**config.mk**
```make
export PLATFORM = sky130hd
export DESIGN_NAME = hazard_stall_unit_flat
export DESIGN_NICKNAME = d
export VERILOG_FILES = /design/src/rtl/hazard_stall_unit_if.sv /design/src/rtl/hazard_stall_unit.sv /design/src/flat_wrapper.sv
export SDC_FILE = /design/constraint.sdc
export NUM_CORES = 1
export LEC_CHECK = 0
export CORE_ASPECT_RATIO = 1.5
export CORE_MARGIN = 2
export CORE_UTILIZATION = 51
export CTS_CLUSTER_SIZE = 12
export DETAILED_ROUTE_END_ITERATION = 10
export GPL_ROUTABILITY_DRIVEN = 0
export PLACE_DENSITY = 0.94
export SLEW_MARGIN = 10
export SYNTH_ARGS = -nofsm -noshare
export SYNTH_HDL_FRONTEND = slang
export SYNTH_SLANG_ARGS = --single-unit
```
**constraint.sdc**
```tcl
create_clock -name clk -period 3.2 [get_ports clk]
set_input_delay 0.32 -clock clk [delete_from_list [all_inputs] [get_ports clk]]
set_output_delay 0.32 -clock clk [all_outputs]
set_load 0.1 [all_outputs]
```
**src/rtl/hazard_stall_unit_if.sv**
```systemverilog
`default_nettype none
// ============================================================================
// hazard_stall_unit_if
// Pipeline hazard control bundle: ID/EX operand info in, PC/IF/ID/ID/EX
// controls and performance counters out.
// Revision: 1.0
// ============================================================================
interface hazard_stall_unit_if #(
    parameter int REG_W = 5,
    parameter int CNT_W = 16
);
    logic [REG_W-1:0] id_rs;
    logic [REG_W-1:0] id_rt;
    logic             id_uses_rt;
    logic             ex_mem_read;
    logic [REG_W-1:0] ex_rt;
    logic             branch_taken;
    logic             jump;
    logic             clear_counts;
    logic             pc_write;
    logic             if_id_write;
    logic             id_ex_bubble;
    logic             if_id_flush;
    logic [CNT_W-1:0] stall_count;
    logic [CNT_W-1:0] flush_count;

    modport master (
        output id_rs, id_rt, id_uses_rt, ex_mem_read, ex_rt,
               branch_taken, jump, clear_counts,
        input  pc_write, if_id_write, id_ex_bubble, if_id_flush,
               stall_count, flush_count
    );

    modport slave (
        input  id_rs, id_rt, id_uses_rt, ex_mem_read, ex_rt,
               branch_taken, jump, clear_counts,
        output pc_write, if_id_write, id_ex_bubble, if_id_flush,
               stall_count, flush_count
    );
endinterface
`default_nettype wire

```
**src/rtl/hazard_stall_unit.sv**
```systemverilog
`default_nettype none
// ============================================================================
// hazard_stall_unit
// Load-use stall insertion and branch/jump flush control for a MIPS pipeline,
// with saturating stall/flush event counters.
// Revision: 1.0
// ============================================================================
module hazard_stall_unit #(
    parameter int REG_W = 5,
    parameter int CNT_W = 16
) (
    input  wire logic      clk,
    input  wire logic      reset,
    hazard_stall_unit_if.slave hz
);
    localparam logic [0:0]       c_RUN     = 1'b0;
    localparam logic [0:0]       c_STALL   = 1'b1;
    localparam logic [CNT_W-1:0] c_CNT_MAX = {CNT_W{1'b1}};
    localparam logic [REG_W-1:0] c_ZERO    = '0;

    logic [0:0]       r_state;
    logic [0:0]       w_state_next;
    logic [CNT_W-1:0] r_stall_cnt;
    logic [CNT_W-1:0] r_flush_cnt;
    logic             w_lu;
    logic             w_stall_ev;
    logic             w_flush_ev;
    logic             w_pc_write;
    logic             w_if_id_write;
    logic             w_id_ex_bubble;
    logic             w_if_id_flush;

    // $zero is never a real producer, so a load to it cannot create a hazard
    assign w_lu = hz.ex_mem_read && (hz.ex_rt != c_ZERO) &&
                  ((hz.ex_rt == hz.id_rs) || (hz.id_uses_rt && (hz.ex_rt == hz.id_rt)));

    assign w_flush_ev = hz.branch_taken || hz.jump;
    assign w_stall_ev = (r_state == c_RUN) && w_lu && !w_flush_ev;

    always_ff @(posedge clk or negedge reset) begin
        if (!reset) begin
            r_state <= c_RUN;
        end else begin
            r_state <= w_state_next;
        end
    end

    always_comb begin
        w_state_next = c_RUN;
        if (w_stall_ev) begin
            w_state_next = c_STALL;
        end
    end

    always_comb begin
        w_pc_write     = 1'b1;
        w_if_id_write  = 1'b1;
        w_id_ex_bubble = 1'b0;
        w_if_id_flush  = 1'b0;
        if (!reset) begin
            w_pc_write     = 1'b0;
            w_if_id_write  = 1'b0;
            w_id_ex_bubble = 1'b1;
            w_if_id_flush  = 1'b1;
        end else if (hz.branch_taken) begin
            w_id_ex_bubble = 1'b1;
            w_if_id_flush  = 1'b1;
        end else if (hz.jump) begin
            w_if_id_flush  = 1'b1;
        end else if (w_stall_ev) begin
            w_pc_write     = 1'b0;
            w_if_id_write  = 1'b0;
            w_id_ex_bubble = 1'b1;
        end
    end

    // Clear wins over a same-cycle increment; both counters stick at all-ones
    always_ff @(posedge clk or negedge reset) begin
        if (!reset) begin
            r_stall_cnt <= '0;
            r_flush_cnt <= '0;
        end else if (hz.clear_counts) begin
            r_stall_cnt <= '0;
            r_flush_cnt <= '0;
        end else begin
            if (w_stall_ev && (r_stall_cnt != c_CNT_MAX)) begin
                r_stall_cnt <= r_stall_cnt + 1'b1;
            end
            if (w_flush_ev && (r_flush_cnt != c_CNT_MAX)) begin
                r_flush_cnt <= r_flush_cnt + 1'b1;
            end
        end
    end

    assign hz.pc_write     = w_pc_write;
    assign hz.if_id_write  = w_if_id_write;
    assign hz.id_ex_bubble = w_id_ex_bubble;
    assign hz.if_id_flush  = w_if_id_flush;
    assign hz.stall_count  = r_stall_cnt;
    assign hz.flush_count  = r_flush_cnt;
endmodule
`default_nettype wire

```
**src/flat_wrapper.sv**
```systemverilog
// flat-port wrapper written by rule: the top's interface ports become plain ports
module hazard_stall_unit_flat 
#(
    parameter int REG_W = 5,
    parameter int CNT_W = 16
)
  (clk, reset, hz_id_rs, hz_id_rt, hz_id_uses_rt, hz_ex_mem_read, hz_ex_rt, hz_branch_taken, hz_jump, hz_clear_counts, hz_pc_write, hz_if_id_write, hz_id_ex_bubble, hz_if_id_flush, hz_stall_count, hz_flush_count);
  hazard_stall_unit_if #(.REG_W(REG_W), .CNT_W(CNT_W)) hz_i ();
  input  wire logic clk;
  input  wire logic reset;
  input wire logic [$bits(hz_i.id_rs)-1:0] hz_id_rs;
  input wire logic [$bits(hz_i.id_rt)-1:0] hz_id_rt;
  input wire logic [$bits(hz_i.id_uses_rt)-1:0] hz_id_uses_rt;
  input wire logic [$bits(hz_i.ex_mem_read)-1:0] hz_ex_mem_read;
  input wire logic [$bits(hz_i.ex_rt)-1:0] hz_ex_rt;
  input wire logic [$bits(hz_i.branch_taken)-1:0] hz_branch_taken;
  input wire logic [$bits(hz_i.jump)-1:0] hz_jump;
  input wire logic [$bits(hz_i.clear_counts)-1:0] hz_clear_counts;
  output wire logic [$bits(hz_i.pc_write)-1:0] hz_pc_write;
  output wire logic [$bits(hz_i.if_id_write)-1:0] hz_if_id_write;
  output wire logic [$bits(hz_i.id_ex_bubble)-1:0] hz_id_ex_bubble;
  output wire logic [$bits(hz_i.if_id_flush)-1:0] hz_if_id_flush;
  output wire logic [$bits(hz_i.stall_count)-1:0] hz_stall_count;
  output wire logic [$bits(hz_i.flush_count)-1:0] hz_flush_count;
  assign hz_i.id_rs = hz_id_rs;
  assign hz_i.id_rt = hz_id_rt;
  assign hz_i.id_uses_rt = hz_id_uses_rt;
  assign hz_i.ex_mem_read = hz_ex_mem_read;
  assign hz_i.ex_rt = hz_ex_rt;
  assign hz_i.branch_taken = hz_branch_taken;
  assign hz_i.jump = hz_jump;
  assign hz_i.clear_counts = hz_clear_counts;
  assign hz_pc_write = hz_i.pc_write;
  assign hz_if_id_write = hz_i.if_id_write;
  assign hz_id_ex_bubble = hz_i.id_ex_bubble;
  assign hz_if_id_flush = hz_i.if_id_flush;
  assign hz_stall_count = hz_i.stall_count;
  assign hz_flush_count = hz_i.flush_count;
  hazard_stall_unit #(.REG_W(REG_W), .CNT_W(CNT_W)) u_core (.clk(clk), .reset(reset), .hz(hz_i));
endmodule
```
==> results by group, run 1 <==
CTS
  – Worst-path clk slew: 0.06 ns
  – TritonCTS sink count: 33
  – Clock buffer depth: 2
  – Clk root buf: clkbuf_8
  – CTS tree: done
  – Post-CTS Hold Buffers: 0
  – Max H-tree Level: 2
  – PostCTS Resize Cnt: 0
  – Total CTS buffers: 5
  – Setup bufs post-CTS: 0
  – Skew-Pair Late Insertion Delay: approximately 0.29 ns

Routing
  – Vias/cell: between 6 and 7
  – Remaining DRCs: 0
  – Via Count: 1965
  – Post-route ant nets: 0
  – WL final: a little over 5000 um
  – DR iter-0 viols: approximately 80
  – WL/cell: 16.5 um
  – 1st-pass router iterations: 4

Global route
  – Total track usage: 26.2%
  – Pin count of the biggest net entering global routing: 34
  – First-pass GRT wire length: 8450 um
  – Antenna violations before repair: 0
  – Vias in the first global route: approximately 1900
  – Total grt overflow: 0

Finish
  – Multi-input gate area: 0.00109 mm2
  – Register area: roughly 830 um2
  – Share of layout cells above drive strength 1: under 10%
  – Design area: 0.00272 mm2
  – Syn-to-layout area delta: 39.1%
  – Final net count: roughly 300
  – Filler instances: between 200 and 300
  – Antenna cells: 0

Logic synthesis
  – Synth top area share: ~42%
  – Yosys reg bits: 33
  – Post-synth top flop: dfrtp_1
  – Top cells by area, synth: dfrtp_1 42%, xor2_1 4.9%, a21oi_1 4.4%
  – Number of flops mapped to enable cells by yosys: 0
  – Avg Cell Area, Syn: ~9 um2
  – Synth cell types: 36
  – Synthesized area: 0.00195 mm2
  – Syn Inst Count: 213
  – Sequential fraction of the synthesis area: roughly 42%
  – Synth Warn #: 0
  – Largest area contributor in the netlist: dfrtp_1
  – Syn_nets: 237
  – Async S/R FF share, synth: 100%

Die
  – Core area: 0.00368 mm2
  – Starting Density: 53.1%
  – Row count: 27
  – Die X: between 50 and 60 um
  – Die height: between 70 and 80 um
  – Die area: around 0.0044 mm2
  – IO Pins: 58

Place
  – Dpl cell area: approximately 0.0026 mm2
  – Port Buffer Count: 57
  – DP Wirelength: 3770 um

STA
  – Post-layout min period: approximately 2.8 ns
  – Crit share post-route: 88.5%
  – Relative slew slack: 33.7%
  – Worst-Margin Slew: 0.992 ns
  – Setup violators final: 0
  – Setup Skew: between 0.006 and 0.007 ns
  – Final hold viol count: 0
  – Fmax: about 350 MHz
  – Pins over their slew limit: 0
  – Setup TNS: 0 ns
  – RSZ-0062 raised after global routing: no

Flow run
  – Max-cap violations: 0

Worst setup path
  – CP max FO: 7
  – Worst path required time: between 2 and 3 ns
  – Largest delay share family, worst path: simple AND/OR/NAND/NOR gates
  – Crit start category: input pin
  – CP Cell Sequence: clkdlybuf4s50_1 > or4_1 > o21ai_1 > nor2_1 > or3b_1 > buf_12
  – WP buf/inv: 2
  – CP Capture Type: output port
  – CP max stage delay: between 0.5 and 0.6 ns
  – Critical path class: in2out
  – Crit path DAT: between 2 and 3 ns
  – Slowest cell on crit path: or4_1

Power
  – Pwr/cell area: between 300 and 400 mW/mm2
  – LEAKAGE: around 1.1 nW
  – VDD IR max: just under 0.4 mV

Outcome
  – Status: finished, final reports clean

Min path
  – Hold Path Class: reg2reg
==> worst register-to-register path, delay by kind of cell, from the launching register on <==
kind / cells / cell delay (ns)
adder cells (fa/ha/maj): 1 / 0.22
AO/OA/AOI/OAI: 2 / 0.46
AND/OR/NAND/NOR: 3 / 0.97
flip-flops: 1 / 0.42
==> path summary, 6_finish.rpt <==
path                                             end  slack, ns  cells after the start                      start
setup / recovery                     hz_id_ex_bubble       0.37                      6                hz_ex_rt[0]
hold / removal             u_core.hz.flush_count[10]       0.57                      1  u_core.hz.flush_count[10]
setup reg to reg            u_core.hz.stall_count[7]       1.04                      6   u_core.hz.stall_count[0]
hold reg to reg            u_core.hz.flush_count[10]       0.57                      1  u_core.hz.flush_count[10]
max in group asynchronous   u_core.hz.stall_count[2]       2.29                      2                      reset
min in group asynchronous   u_core.hz.flush_count[6]       0.62                      2                      reset
==> synthesized netlist by cell type (2+ instances only) <==
| cell type | count |
|---|---|
| nor2_1 | 16 |
| or3b_1 | 2 |
| clkbuf_1 | 6 |
| xor2_1 | 11 |
| buf_4 | 2 |
| nand4_1 | 11 |
| o211ai_1 | 7 |
| or4_1 | 8 |
| o31ai_1 | 7 |
| and3_1 | 10 |
| nor2b_1 | 3 |
| ha_1 | 2 |
| or3_1 | 8 |
| nor3_1 | 8 |
| nor4_1 | 4 |
| o21ai_0 | 11 |
| dfrtp_1 | 33 |
| xnor2_1 | 8 |
| o21a_1 | 3 |
| o21ai_1 | 2 |
| and4_1 | 3 |
| nand2_1 | 8 |
| nand3_1 | 9 |
| a31oi_1 | 3 |
| a21oi_1 | 17 |
==> power by group <==
part | leakage (nW) | internal (mW) | switching, mW
sequential | 0.459 | 0.421 | 0.00440
clock | 0.0585 | 0.254 | 0.151
combinational | 0.533 | 0.0551 | 0.0941
==> flip-flops by register name, indices dropped and copies added, names as in the netlist <==
name	flops
u_core.hz.flush_count	16
u_core.hz.stall_count	16
u_core.r_state	1
==> layout by cell type, fill, tap and decap left out, drive strengths merged, types with 7 or more instances in the layout <==
cell type	n
nand2	8
or3	8
nor3	8
dfrtp	33
o21ai	13
a21oi	17
o31ai	7
o211ai	7
xnor2	8
and3	10
clkdlybuf4s50	53
nand4	11
nand3	9
buf	7
xor2	11
clkbuf	7
or4	8
nor2	16
==> area by class of cell <==
cell class              instances  share of cell area (%)
multi-input cells             171                    40.1
well taps                      43                    1.98
flip-flops and latches         33                    30.4
clock inverters                 1                    1.10
clock buffers                   7                    3.18
repair buffers                 60                    23.3
==> per-stage QoR <==
step | total power [mW] | hold slack, ns | instances | setup slack (ns) | utilization [%]
after detailed placement | 0.582 | 0.547 | 307 | 0.402 | 70.6
after global routing | 1.01 | 0.588 | 315 | 0.273 | 73.8
after floorplan | 0.515 | 0.0244 | 213 | 0.336 | -
final | 0.979 | 0.568 | 315 | 0.369 | 73.8
after CTS | 0.981 | 0.566 | 315 | 0.383 | 73.8
after global placement | 0.579 | 0.544 | 307 | 0.448 | 70.6
==> logic make-up (layout without fill, tap and decap cells) <==
kind of cell / Yosys count / after routing / share of synthesized area [%]
mux: 1 / 1 / 0.576
fa+ha+maj: 2 / 2 / 1.28
buf+inv: 9 / 68 / 2.18
flops: 33 / 33 / 42.3
simple gates: 93 / 93 / 27.3
xor+xnor: 19 / 19 / 8.51
compound gates: 56 / 56 / 17.9
==> per-layer routing <==
layer / global-route usage [%] / up-vias / part of all wire [%]
met3: 5.62 / 17 / 4.5
met5: 0 / - / 0
met2: 43.3 / 68 / 53
met4: 13.8 / 0 / 3.1
li1: - / 934 / -
met1: 30.6 / 946 / 39
No activity file was read; power rests on OpenSTA's default activity.
==> run 2: changes to the inputs <==
Settings changed: CORE_UTILIZATION 51 to 47, CTS_CLUSTER_SIZE 12 to default, PLACE_DENSITY 0.94 to 0.91.
Clock period 3.2 ns to 2.7 ns, I/O delays scaled along.
==> results by group, run 2 (synthesis gave the netlist of run 1 again) <==
Outcome
  – Status: finished, final reports clean

Routing
  – Via Count: 1958 (-0.36%)
  – DR iter-0 viols: 68 (-13%)
  – WL/cell: 16.6 um (+0.76%)
  – 1st-pass router iterations: 4 (unchanged)
  – Vias/cell: 6.10 (-2.2%)
  – Remaining DRCs: 0 (unchanged)
  – WL final: 5320 um (+2.7%)
  – Post-route ant nets: 0 (unchanged)

Finish
  – Final net count: 299 (+1.4%)
  – Most common cell after layout, fill and taps aside: buf_4
  – Util after Layout: 67.2% (-6.6 points)
  – Most frequent cells in the layout: 39 x buf_4, 33 x dfrtp_1, 21 x clkdlybuf4s50_1
  – Filler instances: 333 (+22%)
  – Layout Cells excl Fill: 321 (+1.9%)
  – Syn-to-layout area delta: 36.1%
  – Antenna cells: 0 (unchanged)
  – Register area: 826 um2 (unchanged)
  – Multi-input gate area: 0.00109 mm2 (+0.46%)
  – Share of layout cells above drive strength 1: 19.2% (+13 points)

Worst setup path
  – Critical path class: in2out
  – R2r setup slk: 0.55 ns (-0.49 ns)
  – CP Capture Type: output port
  – Reg2reg start: u_core.hz.stall_count[0]
  – Worst path required time: 2.43 ns (-0.45 ns)
  – Crit path DAT: 2.22 ns (-0.29 ns)
  – Reg2reg path depth: 6 (unchanged)
  – RR Endpoint: u_core.hz.stall_count[7]
  – Critical Path Start: hz_ex_rt[0]
  – Crit start category: input pin
  – CP max FO: 3 (-4)

Global route
  – Antenna violations before repair: 0 (unchanged)
  – Pin count of the biggest net entering global routing: 32 (-5.9%)
  – Total grt overflow: 0 (unchanged)
  – First-pass GRT wire length: 8700 um (+3.0%)
  – Vias in the first global route: 2002 (+6.3%)
  – Total track usage: 23.4% (-2.8 points)

STA
  – Setup violators final: 0 (unchanged)
  – Crit share post-route: 92.4%
  – Setup WS post-layout: 0.205 ns (-0.164 ns)
  – Worst hold margin: 0.424 ns (-0.144 ns)
  – Worst-Margin Slew: 0.655 ns (-0.337 ns)
  – Final hold viol count: 0 (unchanged)
  – Relative slew slack: 56.3% (+23 points)
  – Setup TNS: 0 ns (unchanged)
  – RSZ-0062 raised after global routing: no
  – Pins over their slew limit: 0 (unchanged)
  – Setup Skew: 0.00551 ns (-0.000561 ns)
  – Post-layout min period: 2.49 ns
  – Fmax: approximately 400 MHz

CTS
  – Skew-Pair Late Insertion Delay: 0.29 ns (about the same)
  – Max H-tree Level: 2 (unchanged)
  – CTS tree: done
  – Clk root buf: clkbuf_8
  – Setup bufs post-CTS: 0 (unchanged)
  – Post-CTS Hold Buffers: 0 (unchanged)
  – Worst-path clk slew: 0.07 ns (about the same)
  – PostCTS Resize Cnt: 0 (unchanged)
  – TritonCTS sink count: 33 (unchanged)
  – Total CTS buffers: 5 (unchanged)
  – Clock buffer depth: 2 (unchanged)

Die
  – Die height: 83.0 um (+4.0%)
  – Die area: 0.00470 mm2 (+8.0%)
  – IO Pins: 58 (unchanged)
  – Core area: 0.00396 mm2 (+7.5%)
  – Die X: 56.7 um (+3.9%)
  – Starting Density: 49.4% (-3.7 points)
  – Row count: 28 (+3.7%)

Power
  – Pwr/cell area: 414 mW/mm2 (+15%)
  – LEAKAGE: 1.14 nW (+8.1%)
  – VDD IR max: 0.400 mV (+1.0%)

Place
  – DP Wirelength: 3830 um (+1.7%)
  – Placed cell count: 313 (+2.0%)
  – Dpl ws: 0.212 ns (-0.190 ns)
  – Port Buffer Count: 57 (unchanged)

Flow run
  – Max-cap violations: 0 (unchanged)

Min path
  – Hold Path Class: in2async
==> run 2: cell count changes in the layout (fill, tap and decap cells not counted), sizes merged <==
| cell | before | now |
|---|---|---|
| buf | 7 | 43 |
| clkdlybuf4s50 | 53 | 21 |
| clkinv | 0 | 1 |
| bufinv | 1 | 0 |
==> run 2: final cells by class <==
type	count	area share (%)
timing repair buffer	64	21.9
tap	45	2.12
clock buffer	7	3.62
sequential	33	31.0
multi-input combinational	171	41.1
clock inverter	1	0.188
==> run 2: metrics by stage <==
stage,cell area [um2],total power [mW]
floorplan,1960,0.611
global placement,2560,0.690
detailed placement,2560,0.693
CTS,2660,1.11
global route,2660,1.14
finish,2660,1.10
==> run 2: routing by layer <==
metal | global-route usage, % | part of all wire (%) | vias to the layer above
met5 | 0 | 0 | -
met4 | 11.0 | 2.3 | 0
met3 | 5.61 | 3.5 | 12
met2 | 43.6 | 57 | 45
met1 | 23.4 | 37 | 960
li1 | - | - | 941
==> run 2: how the worst max path moves through the flow <==
stage	end	slack (ns)	cells after the start
3_3_place_gp	hz_id_ex_bubble	0.24	6
3_5_place_dp	hz_id_ex_bubble	0.21	6
2_1_floorplan	u_core.hz.stall_count[9]	0.20	6
5_1_grt	hz_id_ex_bubble	0.10	6
6_report	hz_id_ex_bubble	0.21	6
4_1_cts	hz_id_ex_bubble	0.21	6
==> run 2: power by group <==
part           leakage, nW  internal [mW]  switching (mW)  total (mW)
combinational        0.622         0.0669           0.113       0.180
clock               0.0542          0.230           0.186       0.417
sequential           0.459          0.499         0.00583       0.504
==> run 2: critical path, cell delays in order <==
cell and delay (ns):
clkdlybuf4s50_1 0.46, or4_1 0.59, o21ai_1 0.18, nor2_1 0.12
or3b_1 0.41, buf_12 0.19
==> run 3: changes to the inputs <==
Settings changed: CORE_MARGIN 2 to default.
==> results by group, run 3 (synthesis gave the netlist of run 1 again) <==
Outcome
  – Status: finished, final reports clean

Power
  – LEAKAGE: 1.14 nW (about the same)
  – P_sw: 296 uW (-3.2%)
  – Clk pwr share: 41.3% (+3.5 points)
  – Net Sw Frac: 25.5% (-2.2 points)
  – Comb power frac: 15.2% (-1.1 points)
  – Overall Power: 1.16 mW (+5.4%)
  – Sequential share of power: 43.4% (-2.4 points)
  – Pwr/cell area: 435 mW/mm2 (+5.1%)
  – Internal power: 865 uW (+8.7%)
  – VDD IR max: 0.432 mV (+8.0%)

Die
  – Die area: 0.00443 mm2 (-5.9%)
  – Die height: 81.0 um (-2.4%)
  – Starting Density: 49.4% (unchanged)
  – Core area: 0.00396 mm2 (unchanged)
  – Row count: 28 (unchanged)
  – IO Pins: 58 (unchanged)
  – Die X: 54.7 um (-3.5%)

Finish
  – Final net count: 298 (-0.33%)
  – Most common cell after layout, fill and taps aside: buf_4
  – Antenna cells: 0 (unchanged)
  – Register area: 826 um2 (unchanged)
  – Multi-input gate area: 0.00109 mm2 (unchanged)
  – Share of layout cells above drive strength 1: 18.5% (-0.66 points)
  – Util after Layout: 67.4% (+0.19 points)
  – Filler instances: 333 (unchanged)
  – Syn-to-layout area delta: 36.5%
  – Most frequent cells in the layout: 38 x buf_4, 33 x dfrtp_1, 21 x clkdlybuf4s50_1

CTS
  – Post-CTS Hold Buffers: 0 (unchanged)
  – Skew-Pair Late Insertion Delay: 0.29 ns (about the same)
  – Setup bufs post-CTS: 0 (unchanged)
  – Total CTS buffers: 5 (unchanged)
  – TritonCTS sink count: 33 (unchanged)
  – Clock buffer depth: 2 (unchanged)
  – Max H-tree Level: 2 (unchanged)
  – PostCTS Resize Cnt: 0 (unchanged)
  – Worst-path clk slew: 0.07 ns (about the same)
  – CTS tree: done
  – Clk root buf: clkbuf_8

STA
  – RSZ-0062 raised after global routing: no
  – Setup TNS: 0 ns (unchanged)
  – Worst-Margin Slew: 0.685 ns (+0.0299 ns)
  – Fmax: 401 MHz (about the same)
  – Crit share post-route: 92.4% (about the same)
  – Setup Skew: 0.00215 ns (-0.00335 ns)
  – Post-layout min period: 2.49 ns (-0.000536 ns)
  – Pins over their slew limit: 0 (unchanged)
  – Worst hold margin: 0.211 ns (-0.214 ns)
  – Relative slew slack: 54.3% (-2.0 points)
  – Final hold viol count: 0 (unchanged)
  – Setup violators final: 0 (unchanged)

Global route
  – Met2 Track Usage GR: 43.0% (-0.54 points)
  – Total track usage: 24.7% (+1.3 points)
  – Layer with the highest usage: met2
  – Antenna violations before repair: 0 (unchanged)
  – M1 GR Usage: 27.5% (+4.1 points)
  – Pin count of the biggest net entering global routing: 33 (+3.1%)
  – M3 GR Usage: 6.18% (+0.57 points)
  – Total grt overflow: 0 (unchanged)
  – Vias in the first global route: 1777 (-11%)
  – First-pass GRT wire length: 7970 um (-8.4%)

Worst setup path
  – Worst path required time: 2.43 ns (about the same)
  – Crit path DAT: 2.22 ns (about the same)
  – Critical path class: in2out
  – Crit start category: input pin
  – CP Capture Type: output port
  – CP max FO: 3 (unchanged)

Routing
  – Vias/cell: 5.92 (-3.0%)
  – WL final: 4980 um (-6.5%)
  – Remaining DRCs: 0 (unchanged)
  – 1st-pass router iterations: 4 (unchanged)
  – DR iter-0 viols: 48 (-29%)
  – Via Count: 1893 (-3.3%)
  – WL/cell: 15.6 um (-6.2%)
  – Post-route ant nets: 0 (unchanged)

Flow run
  – Max-cap violations: 0 (unchanged)

Place
  – DP Wirelength: 3700 um (-3.4%)
  – Port Buffer Count: 57 (unchanged)

Min path
  – Hold Path Class: in2async
-- run 3: stage by stage --
stage,area [um2],cells,worst slack [ns]
final,2670,320,0.206
after global placement,2550,312,0.235
after floorplan,1960,213,0.203
after global routing,2670,320,0.0894
after detailed placement,2550,312,0.216
after CTS,2670,320,0.207
-- run 3: final cells by class --
cell class | count | area share (%)
well taps | 45 | 2.11
repair buffers | 63 | 21.6
clock inverters | 1 | 1.13
clock buffers | 7 | 3.24
flip-flops and latches | 33 | 31.0
multi-input cells | 171 | 41.0
-- run 3: final timing paths --
path | start | end | slack, ns | depth (start not counted)
min in group clk | u_core.hz.flush_count[6] | u_core.hz.flush_count[6] | 0.59 | 2
hold reg to reg | u_core.hz.flush_count[6] | u_core.hz.flush_count[6] | 0.59 | 2
setup reg to reg | u_core.hz.stall_count[0] | u_core.hz.stall_count[11] | 0.57 | 6
setup / recovery | hz_ex_rt[0] | hz_id_ex_bubble | 0.21 | 6
max in group asynchronous | reset | u_core.hz.stall_count[3] | 1.81 | 2
hold / removal | reset | u_core.r_state | 0.21 | 1
-- run 3: per-layer routing --
layer / wire, um / part of all wire [%] / up-vias
met5: 0 / 0 / -
met4: 68 / 1.4 / 0
met3: 185 / 3.7 / 6
met2: 2740 / 55 / 43
met1: 1980 / 40 / 910
li1: - / - / 934
-- run 3: power groups by stage --
stage	combinational [mW]	clock [mW]	sequential (mW)
2_1_floorplan	0.0664	0	0.544
3_3_place_gp	0.176	0	0.513
3_5_place_dp	0.178	0	0.513
4_1_cts	0.178	0.491	0.504
5_1_grt	0.189	0.511	0.504
6_report	0.177	0.479	0.504
-- run 3: critical path, cell delays in order --
cell and delay (ns):
clkdlybuf4s50_1 0.46, or4_1 0.58, o21ai_1 0.19, nor2_1 0.12, or3b_1 0.41, buf_12 0.19
==> RTL change 1 (flow settings as in run 3) <==
`REG_W` is set to 5 in 3 places; all go to 10.
--- a/src/rtl/hazard_stall_unit_if.sv
+++ b/src/rtl/hazard_stall_unit_if.sv
@@ -8,3 +8,3 @@
 interface hazard_stall_unit_if #(
-    parameter int REG_W = 5,
+    parameter int REG_W = 10,
     parameter int CNT_W = 16
--- a/src/rtl/hazard_stall_unit.sv
+++ b/src/rtl/hazard_stall_unit.sv
@@ -8,3 +8,3 @@
 module hazard_stall_unit #(
-    parameter int REG_W = 5,
+    parameter int REG_W = 10,
     parameter int CNT_W = 16
--- a/src/flat_wrapper.sv
+++ b/src/flat_wrapper.sv
@@ -3,3 +3,3 @@
 #(
-    parameter int REG_W = 5,
+    parameter int REG_W = 10,
     parameter int CNT_W = 16
Interface: changed (resized hz_ex_rt, hz_id_rs and hz_id_rt); port bits go from 58 to 73. No check against the original RTL was run, so the function may have changed too.
==> RTL change 1 against run 3 <==
Area after synthesis grew 1.7%; register-to-register slack lost 150 ps; count of clock-buffer cells in the layout shrank 1; cell count grew 6.9%; combinational power grew 19%; power shrank 7.6%; first-iteration DRC count grew 2.1%; cell area grew 5.0%; sequential cell count is the same; via count grew 4.2%; routed wire length grew 1.9%; non-clock buffer count grew 13; worst setup slack gained 32 ps; largest cell class unchanged; largest power group unchanged.
==> RTL change 1: results (changes against run 3) <==
outcome=complete, no violations; global-route wire length before repair=7630 um (-4.2%); Clock Skews=1.38 ps (-0.774 ps); leakage power=1.19 nW (+4.7%); Worst Setup SP=hz_ex_rt[5]; ant diodes=0 (unchanged); mean post-synth cell area=9.03 um^2 (-1.6%); WL/cell=14.8 um (-4.6%); Peak VDD IR=0.511 mV (+18%); top area cells in the synthesized netlist=dfrtp_1 (42%), xnor2_1 (8.8%), xor2_1 (7.5%); syn nets=259 (+9.3%); Reg-to-Reg Start=u_core.r_state; layout cells sized above 1=18.5% (-0.027 points); Compound-Gate Fraction of Synth Area=9.76% (-8.2 points); Worst-Margin Slew=627 ps (-58.5 ps); via count=1973 (+4.2%); reg2reg setup slack=420 ps (-150 ps); GRT Overall Usage=23.9% (-0.77 points); grt met3 use=4.81% (-1.4 points); PortBufs=72 (+26%); slowest cell on the critical path=clkdlybuf4s50_1; Detail Route met2 WL=2850 um (+3.9%); met1 global-route usage=23.9% (-3.6 points); largest net degree at the start of global routing=32 (-3.0%); M2 GR Usage=45.7% (+2.7 points); Top Metal Used=met4; Synth Area in Adders=1.26% (-0.021 points); Crit path arrival time=2190 ps (-30 ps); vias in the first global route=1775 (-0.11%); multiplexer share of the synthesized area=0.504% (-0.072 points); vias per cell=5.77 (-2.5%); Worst R2R End=u_core.hz.stall_count[13]; post-synth cell types=37 (+2.8%); Worst Setup EP=hz_if_id_write; synth cell count leaders=dfrtp_1 (33), nor2_1 (29), xnor2_1 (20); wl on met1=1790 um (-9.9%); post-DP HPWL=3920 um (+6.0%); Placed Cells incl. Taps=334 (+7.1%); register area share after synthesis=41.6% (-0.69 points); fin nets=335 (+12%); Initial DRC Count=49 (+2.1%)
[RTL change 1: worst min-delay path by stage]
| stage | startpoint | endpoint | slack, ps | cells after the start |
|---|---|---|---|---|
| finish | reset | u_core.r_state | 250 | 1 |
| global route | reset | u_core.r_state | 250 | 1 |
| CTS | reset | u_core.r_state | 240 | 1 |
| detailed placement | reset | u_core.r_state | 550 | 1 |
| global placement | reset | u_core.r_state | 550 | 1 |
| floorplan | reset | u_core.hz.flush_count[0] | -30 | 0 |
[RTL change 1: power breakdown]
group | internal [mW] | total [mW] | switching (mW)
sequential | 0.499 | 0.503 | 0.00493
clock | 0.178 | 0.358 | 0.179
combinational | 0.0929 | 0.211 | 0.119
total | 0.770 | 1.07 | 0.303
[RTL change 1: worst reg2reg max path, delay by kind of cell, from the launching register on]
family	cells	cell delay (ps)
AND/OR/NAND/NOR	2	1060
AO/OA/AOI/OAI	4	760
flip-flops	1	360
[RTL change 1: per-stage QoR]
step | area (um^2) | setup WS (ps) | utilization [%]
2_1_floorplan | 1990 | 168 | -
3_3_place_gp | 2720 | 176 | 68.1
3_5_place_dp | 2720 | 71.2 | 68.1
4_1_cts | 2800 | 258 | 70.1
5_1_grt | 2800 | 113 | 70.1
6_report | 2800 | 238 | 70.1
[RTL change 1: cell families after synthesis]
group	count (synthesis)
multiplexers	1
AND/OR/NAND/NOR	106
AO/OA/AOI/OAI	31
buffers and inverters	10
XOR/XNOR	37
flip-flops	33
adder cells (fa/ha/maj)	2
[RTL change 1: cell type report]
class,instances,area (um^2)
flip-flops and latches,33,828
fillers,327,1190
clock buffers,6,72.6
well taps,45,56.3
inverters,3,11.3
clock inverters,2,10.0
repair buffers,76,711
multi-input cells,177,1110
==> RTL change 2 (flow settings as in run 3) <==
Made on the original files. Reset style: synchronous (`reset`), changed in 2 clocked blocks.
--- a/src/rtl/hazard_stall_unit.sv
+++ b/src/rtl/hazard_stall_unit.sv
@@ -39,3 +39,3 @@
 
-    always_ff @(posedge clk or negedge reset) begin
+    always_ff @(posedge clk) begin
         if (!reset) begin
@@ -77,3 +77,3 @@
     // Clear wins over a same-cycle increment; both counters stick at all-ones
-    always_ff @(posedge clk or negedge reset) begin
+    always_ff @(posedge clk) begin
         if (!reset) begin
Function: differs if reset is asserted again (counterexample within 4 cycles, from zero or initial values and one cycle with reset low); with reset held inactive, the same outputs for 10 cycles.
==> RTL change 2 against run 3 <==
Sequential share of layout area shrank 3.3 points; sequential cell count is the same; worst setup slack gained 39 ps; power shrank 15%; routed wire length shrank 18%; cell count shrank 5.3%; clock skew grew 8.3 ps; area after synthesis shrank 10%; cell area shrank 10%; critical endpoint is now hz_if_id_write; sequential power shrank 3%; first-iteration DRC count shrank 50%.
==> RTL change 2: results (changes against run 3) <==
outcome=complete, no violations; total of warnings raised by yosys=0 (unchanged); Peak VDD IR=0.410 mV (-5.1%); top area cells in the synthesized netlist=dfxtp_1 (38%), xnor2_1 (8.0%), xor2_1 (6.0%); Main synth FF type=dfxtp_1; GRT Overall Usage=22.1% (-2.5 points); vias in the first global route=1488 (-16%); fin cells=303 (-5.3%); largest net degree at the start of global routing=18 (-45%); register area share after synthesis=37.6% (-4.7 points); global-route wire length before repair=6670 um (-16%); clk_lat worst skew=290 ps (about the same); slowest cell on the critical path=or4_1; drt total wl=4110 um (-18%); layout cells sized above 1=21.5% (+2.9 points); slew margin rel.=62.9% (+8.6 points); via count=1656 (-13%); syn nets=224 (-5.5%); Post-synth ARST share=0% (-100 points); fin nets=284 (-4.7%); leakage power=0.904 nW (-20%); Crit path arrival time=2180 ps (-40 ps); hold-fix buffers at CTS=0 (unchanged); class of the worst hold path=reg2reg; Initial DRC Count=24 (-50%); Clock Skews=10.5 ps (+8.30 ps); Max stage delay on crit path=560 ps (-20 ps); ant diodes=0 (unchanged); pre-CTS WS=250 ps (+33.2 ps); synth cell count leaders=dfxtp_1 (33), nor2_1 (25), xnor2_1 (16); post-synth cell types=44 (+22%); post-DP HPWL=3100 um (-16%); Worst Path Max Fanout=4 (+1); mean post-synth cell area=8.79 um^2 (-4.2%); Max Buffers Root-to-Sink=2 (unchanged); placed instance area=0.00230 mm^2 (-9.7%)
[RTL change 2: cell count changes in the layout (fill, tap and decap cells not counted), sizes merged, moves of 6 or more]
cell	delta
nand3	+6
o211ai	-6
xnor2	+8
o31ai	-6
dfxtp	+33
a21oi	-8
nor3	-6
nor2	+9
dfrtp	-33
[RTL change 2: path summary, 6_finish.rpt]
check	start	end	slack, ps	cells past startpoint
max	hz_ex_rt[0]	hz_if_id_write	250	6
min	u_core.hz.stall_count[9]	u_core.hz.stall_count[9]	490	2
max reg2reg	u_core.hz.stall_count[0]	u_core.hz.stall_count[15]	770	6
min reg2reg	u_core.hz.stall_count[9]	u_core.hz.stall_count[9]	490	2
[RTL change 2: where the power goes]
part	switching [mW]	internal (mW)	total, mW
Sequential	0.00177	0.488	0.490
Combinational	0.0744	0.0605	0.135
Clock	0.189	0.178	0.367
Total	0.265	0.726	0.991
[RTL change 2: layer usage]
layer	global-route usage [%]	routed length [um]	vias up
met3	6.55	198	6
met4	8.38	53	0
met5	0	0	-
met2	38.6	2200	45
li1	-	-	831
met1	24.1	1660	774
[RTL change 2: tightest hold or removal path, stage by stage, from the launching register on]
cell	delay, ps
dfxtp_1	330
nand2_1	60
mux2i_1	50
[RTL change 2: kinds of logic (layout without fill, tap and decap cells)]
group	count (synthesis)	count (layout)	synth area share, %
AOI/OAI and AO/OA	27	27	11.0
DFF	33	33	37.6
adders and majority gates	2	2	1.42
and+or+nand+nor	97	97	31.0
muxes	4	4	2.28
buffers and inverters	9	70	2.85
xor gates and xnor gates	28	28	13.9
[RTL change 2: area by class of cell]
type,count,area [um^2]
inverter,3,11.3
tap,42,52.6
fill,256,1090
timing repair buffer,59,533
clock inverter,3,17.5
sequential,33,661
clock buffer,5,68.8
multi-input combinational,158,1050
[RTL change 2: metrics by stage]
stage	power [mW]	hold WS, ps
CTS	1.00	497
finish	0.991	492
global route	1.03	522
floorplan	0.578	417
global placement	0.634	474
detailed placement	0.636	486
